## config.mk

```make
export PLATFORM = sky130hd
export DESIGN_NAME = seven_segment_4
export DESIGN_NICKNAME = d
export VERILOG_FILES = /design/src/rtl/ssd_pkg.sv /design/src/rtl/hex_to_seven_seg.sv /design/src/rtl/seven_segment_4.sv
export SDC_FILE = /design/constraint.sdc
export NUM_CORES = 1
export LEC_CHECK = 0
export ABC_CLOCK_PERIOD_IN_PS = 2800
export CAP_MARGIN = 20
export CORE_MARGIN = 5
export CORE_UTILIZATION = 43
export CTS_CLUSTER_DIAMETER = 60
export DETAILED_ROUTE_END_ITERATION = 10
export PLACE_DENSITY_LB_ADDON = 0.15
export SLEW_MARGIN = 30
export SYNTH_ARGS = -nofsm -noshare
export SYNTH_HDL_FRONTEND = slang
export SYNTH_SLANG_ARGS = --single-unit
```

## constraint.sdc

```tcl
create_clock -name clk -period 2.8 [get_ports clk]
set_clock_uncertainty 0.2 [all_clocks]
set_input_delay 0.84 -clock clk [delete_from_list [all_inputs] [get_ports clk]]
set_output_delay 0.84 -clock clk [all_outputs]
set_load 0.01 [all_outputs]
```

## src/rtl/ssd_pkg.sv

```systemverilog
// ssd_pkg: shared constants for the seven-segment display driver.
//   - Active-low 7-bit segment patterns for hex digits 0..F, bit order g..a
//     (bit 0 = segment a), plus an all-segments-off pattern.
//   - Active-low anode all-off pattern.
package ssd_pkg;

    localparam logic [6:0] SEG_0   = 7'b1000000;
    localparam logic [6:0] SEG_1   = 7'b1111001;
    localparam logic [6:0] SEG_2   = 7'b0100100;
    localparam logic [6:0] SEG_3   = 7'b0110000;
    localparam logic [6:0] SEG_4   = 7'b0011001;
    localparam logic [6:0] SEG_5   = 7'b0010010;
    localparam logic [6:0] SEG_6   = 7'b0000010;
    localparam logic [6:0] SEG_7   = 7'b1111000;
    localparam logic [6:0] SEG_8   = 7'b0000000;
    localparam logic [6:0] SEG_9   = 7'b0010000;
    localparam logic [6:0] SEG_A   = 7'b0001000;
    localparam logic [6:0] SEG_B   = 7'b0000011;
    localparam logic [6:0] SEG_C   = 7'b1000110;
    localparam logic [6:0] SEG_D   = 7'b0100001;
    localparam logic [6:0] SEG_E   = 7'b0000110;
    localparam logic [6:0] SEG_F   = 7'b0001110;
    localparam logic [6:0] SEG_OFF = 7'b1111111;

    localparam logic [3:0] ANODE_OFF = 4'b1111;

endpackage

```

## src/rtl/hex_to_seven_seg.sv

```systemverilog
// hex_to_seven_seg: combinational 4-bit hex to active-low 7-segment decoder.
// Ports:
//   hex  [3:0]  input   hex digit value
//   seg  [6:0]  output  active-low segments, bit order g..a
module hex_to_seven_seg
    import ssd_pkg::*;
(
    input  logic [3:0] hex,
    output logic [6:0] seg
);

    always_comb begin
        seg = SEG_OFF;
        case (hex)
            4'h0: seg = SEG_0;
            4'h1: seg = SEG_1;
            4'h2: seg = SEG_2;
            4'h3: seg = SEG_3;
            4'h4: seg = SEG_4;
            4'h5: seg = SEG_5;
            4'h6: seg = SEG_6;
            4'h7: seg = SEG_7;
            4'h8: seg = SEG_8;
            4'h9: seg = SEG_9;
            4'hA: seg = SEG_A;
            4'hB: seg = SEG_B;
            4'hC: seg = SEG_C;
            4'hD: seg = SEG_D;
            4'hE: seg = SEG_E;
            4'hF: seg = SEG_F;
            default: seg = SEG_OFF;
        endcase
    end

endmodule

```

## src/rtl/seven_segment_4.sv

```systemverilog
// seven_segment_4: time-multiplexed driver for a 4-digit common-anode
// seven-segment display showing a 16-bit hex value.
// Parameters:
//   CLK_FREQUENCY  input clock frequency in Hz
//   REFRESH_RATE   full 4-digit refresh rate in Hz
//   Each digit is lit for CLK_FREQUENCY/REFRESH_RATE/4 cycles (must be >= 2).
// Ports:
//   clk      input        system clock, rising edge
//   rst      input        asynchronous reset, active-low
//   data_in  input  [15:0] four hex digits, digit 0 = data_in[3:0] (rightmost)
//   blank    input  [3:0]  blank[i]=1 turns digit i fully off
//   dp_in    input  [3:0]  dp_in[i]=1 lights decimal point of digit i
//   segment  output [7:0]  active-low cathodes, [6:0]=g..a, [7]=DP
//   anode    output [3:0]  active-low digit enables
// Build option:
//   SSD_LEADING_ZERO_BLANK_EN  when defined, leading zero digits (3..1) are
//                              also blanked; digit 0 is always shown.
module seven_segment_4
    import ssd_pkg::*;
#(
    parameter int unsigned CLK_FREQUENCY = 100_000_000,
    parameter int unsigned REFRESH_RATE  = 200
)(
    input  logic        clk,
    input  logic        rst,
    input  logic [15:0] data_in,
    input  logic [3:0]  blank,
    input  logic [3:0]  dp_in,
    output logic [7:0]  segment,
    output logic [3:0]  anode
);

    localparam int unsigned SEGMENT_CLOCKS = CLK_FREQUENCY / REFRESH_RATE / 4;
    localparam int unsigned CNT_W          = $clog2(SEGMENT_CLOCKS);
    localparam logic [CNT_W-1:0] CNT_LAST  = CNT_W'(SEGMENT_CLOCKS - 1);

    logic [CNT_W-1:0] cnt;
    logic [1:0]       index;
    logic [3:0]       digit;
    logic [6:0]       seg_digit;
    logic [3:0]       blank_eff;

    // Slot counter and digit index
    always_ff @(posedge clk or negedge rst) begin
        if (!rst) begin
            cnt   <= '0;
            index <= '0;
        end else if (cnt == CNT_LAST) begin
            cnt   <= '0;
            index <= index + 2'd1;
        end else begin
            cnt   <= cnt + 1'b1;
        end
    end

`ifdef SSD_LEADING_ZERO_BLANK_EN
    logic [3:0] lz_blank;

    // A digit is a leading zero when it and every higher digit are zero.
    always_comb begin
        lz_blank    = '0;
        lz_blank[3] = (data_in[15:12] == 4'h0);
        lz_blank[2] = lz_blank[3] && (data_in[11:8] == 4'h0);
        lz_blank[1] = lz_blank[2] && (data_in[7:4]  == 4'h0);
    end

    assign blank_eff = blank | lz_blank;
`else
    assign blank_eff = blank;
`endif

    assign digit = data_in[{index, 2'b00} +: 4];

    hex_to_seven_seg u_dec (
        .hex (digit),
        .seg (seg_digit)
    );

    // Outputs are forced dark while reset is held, independent of the clock.
    always_comb begin
        anode   = ANODE_OFF;
        segment = {1'b1, SEG_OFF};
        if (rst && !blank_eff[index]) begin
            anode   = ~(4'b0001 << index);
            segment = {~dp_in[index], seg_digit};
        end
    end

endmodule

```

==> run_results.csv <==
group,metric,value,unit
sta,max_freq,298.2,MHz
placed_design,port_buffers,37,
synthesis,synthesis.area,1390,um2
floorplan,dieWidth,66.86,um
cts,cts_root_buf,"clkbuf_4",
outcome,status,"finished, violations left",
floorplan,num_rows,20,
synthesis,yosysWarnings,0,
sta,slew_violations,0,
finish,nFillCells,255,
sta,setup_slack,-0.5530,ns
finish,stdcell_area,2032,um2
synthesis,ys_seq_elements,19,
global_route,grt_pass1_wl,5.816,mm
global_route,grt.overflow.total,0,
cts,clk_latency,0.31,ns
critical_path,critPathKind,"in2out",
routing,postRouteAntennaNets,0,
sta,finalHoldViolCount,0,
cts,numCtsBuffers,3,
synthesis,netlist_instances,134,
synthesis,synth_fp_nets,171,
sta,hold_slack,0.2950,ns
hold_path,min_path_type,"reg2reg",
critical_path,worstPathRequired,1.76,ns
finish,drive_above_1_share,47.64,%
floorplan,core-area,3078,um2
global_route,grtUsageTotal,17.09,%
power,p_comb_share,23.5,%
global_route,grt_max_degree,20,
synthesis,ys.flop_type,"dfrtp_1",
critical_path,crit_chain,"buf_6, mux4_2, ha_4, mux2_4, mux2i_1, nand2_1, buf_2",
floorplan,dieArea,4470,um2
critical_path,reg2reg_setup_slack,0.53,ns
placed_design,place_area,1918,um2
sta,finalCritPeriodShare,119.7,%
flow_run,max_cap_violations,0,
power,vdd_drop_max,0.3066,mV
power,fin_total_pwr,546.9,uW
sta,rsz0062_at_grt,"yes",
floorplan,die_y,66.86,um
global_route,grt_pass1_vias,1253,
routing,wire_per_inst,14.66,um
critical_path,endpoint_kind,"primary output",
critical_path,cp_data_arrival_time,2.31,ns
finish,regArea,476.7,um2
placed_design,dpl.hpwl,2.713,mm
hold_path,holdPathEnd,"cnt[15]",
critical_path,r2r_end,"index[1]",
sta,slew_headroom,67.92,%
hold_path,holdPathStages,1,
power,p_leak,0.0008707,uW
sta,tightest_slew,0.4776,ns
global_route,antenna_found_initial,0,
power,p_per_area,269.2,nW/um2
placed_design,gp_congestion,0.8199,
routing,drt_iter0_drc,49,
outcome,violations,"setup timing",
critical_path,cp_slowest_cell,"mux4_2",
power,p_seq_share,50.1,%
critical_path,cpPeakStageDelay,0.56,ns
floorplan,initial_core_util,45.16,%
routing,routed_wl,3.445,mm
critical_path,path_buf_inv,2,
power,internal_power,402.2,uW
sta,min_period,3.353,ns
finish,syn2layout_area_growth,46.17,%
cts,tritoncts,"built",
power,swShare,26.46,%
finish,final_util,66.02,%
cts,h-tree-depth,1,
finish,antenna_cells,0,
routing,drcViolationCount,0,
cts,clk_pin_slew,0.11,ns
critical_path,path_delay_family,"multiplexers",
power,p_sw,144.7,uW
synthesis,synth.avg_cell_area,10.37,um2
critical_path,rr_startpoint,"cnt[0]",
finish,multi_input_area,975.9,um2
floorplan,io_pins,38,
critical_path,crit_fanout,4,
routing,drtPass1Iterations,4,
sta,setup_viol,12,
routing,vias,1197,
hold_path,worstHoldStart,"cnt[15]",
power,clockPowerShare,26.3,%
critical_path,startpoint_type,"primary input",
cts,clock-sinks,19,
routing,vias_per_cell,5.094,
finish,fin_nets,229,
synthesis,synth_edf_count,0,
synthesis,synth_cell_types,35,
cts,ctsLongestPathBuffers,2,
critical_path,reg2reg_depth,5,
synthesis,yosysSeqAreaShare,34.20,%
synthesis,async_reset_ff_share,100.0,%
synth_stat cells (3+ instances only):
cell      count  share of area (%)
inv_1         8                2.2
buf_2         3                1.1
dfrtp_1      19                 34
nand2_1      12                3.2
nand3_1       6                2.2
mux2i_1       4                2.9
xor2_1        6                3.8
mux4_2        6                9.7
a21oi_1       3                1.1
nor2_1       12                3.2
o221ai_1      4                2.5
nand4_1       5                2.3
nor4_1        4                1.8
ha_1         11                9.9
xnor2_1       9                5.7
cell usage in the layout (no fill, tap or decap), types with 5 or more instances in the layout:
cell	Yosys	final
nand3_1	6	6
nand4_1	5	5
ha_1	11	7
buf_4	1	15
xnor2_1	9	9
xor2_1	6	6
inv_1	8	5
dfrtp_1	19	18
buf_2	3	21
mux4_2	6	6
nor2_1	12	12
nand2_1	12	10
buf_6	0	17
clkdlybuf4s50_1	0	5
sequential cells by signal (all words and copies together), names as in the netlist:
name and cells:
index 2, cnt 17
metrics by stage:
| step | worst slack, ns | setup TNS [ns] | cells |
|---|---|---|---|
| 2_1_floorplan | -0.2734 | -1.776 | 134 |
| 4_1_cts | -0.5324 | -3.783 | 232 |
| 3_5_place_dp | -1.264 | -12.50 | 224 |
| 5_1_grt | -0.5858 | -4.673 | 235 |
| 3_3_place_gp | -1.180 | -12.10 | 224 |
| 6_report | -0.5530 | -3.905 | 235 |
cells by family (layout without fill, tap and decap cells):
group / after synthesis / in the layout / share of synthesized area, %
adders and majority gates: 11 / 11 / 9.901
and+or+nand+nor: 52 / 52 / 20.88
muxes: 12 / 12 / 14.49
buffers and inverters: 13 / 70 / 4.770
DFF: 19 / 19 / 34.20
AOI/OAI and AO/OA: 12 / 12 / 6.300
xor gates and xnor gates: 15 / 15 / 9.451
worst max path at each step:
stage / startpoint / slack [ns] / to / cells after the start
6_report: data_in[13] / -0.55 / segment[3] / 7
5_1_grt: data_in[13] / -0.59 / segment[3] / 7
4_1_cts: data_in[13] / -0.53 / segment[3] / 7
3_5_place_dp: data_in[13] / -1.26 / segment[3] / 9
3_3_place_gp: data_in[13] / -1.18 / segment[3] / 9
2_1_floorplan: data_in[12] / -0.27 / segment[3] / 5
worst register-to-register path, delay by kind of cell (launching register included):
family                     cells  cell delay (ns)
muxes                          1             0.34
adders and majority gates      1             0.26
and+or+nand+nor                3             0.97
DFF                            1             0.41
cell type report:
class                           instances  area share [%]
Multi-Input combinational cell        102           48.03
Sequential cell                        19           23.46
Timing Repair Buffer                   58           22.60
Tap cell                               44           2.709
Inverter                                8           1.724
Clock buffer                            3           1.108
Clock inverter                          1          0.3695
repair_timing:
action | 4_1_cts | 5_1_grt
pin swaps | 12 | 8
cloned | 0 | 0
buffers inserted | 4 | 3
endpoints found under the setup margin | 12 | 12
hold buffers | 0 | 0
hold endpoints to repair | 0 | 0
resized for setup | 141 | 6
routing by layer:
| metal | vias to the layer above | global-route usage [%] | part of all wire (%) |
|---|---|---|---|
| li1 | 596 | - | - |
| met1 | 574 | 20.80 | 43 |
| met2 | 25 | 29.33 | 52 |
| met3 | 2 | 4.722 | 3.9 |
| met4 | 0 | 4.810 | 0.61 |
| met5 | - | 0 | 0 |
power by group through the flow:
| stage | Combinational (uW) | Sequential (uW) | Clock (uW) |
|---|---|---|---|
| 2_1_floorplan | 45.8 | 280 | 0 |
| 3_3_place_gp | 113 | 280 | 0 |
| 3_5_place_dp | 116 | 280 | 0 |
| 4_1_cts | 122 | 274 | 149 |
| 5_1_grt | 140 | 274 | 163 |
| 6_report | 129 | 274 | 144 |
Note: power is estimated with default switching activity, not from simulation.
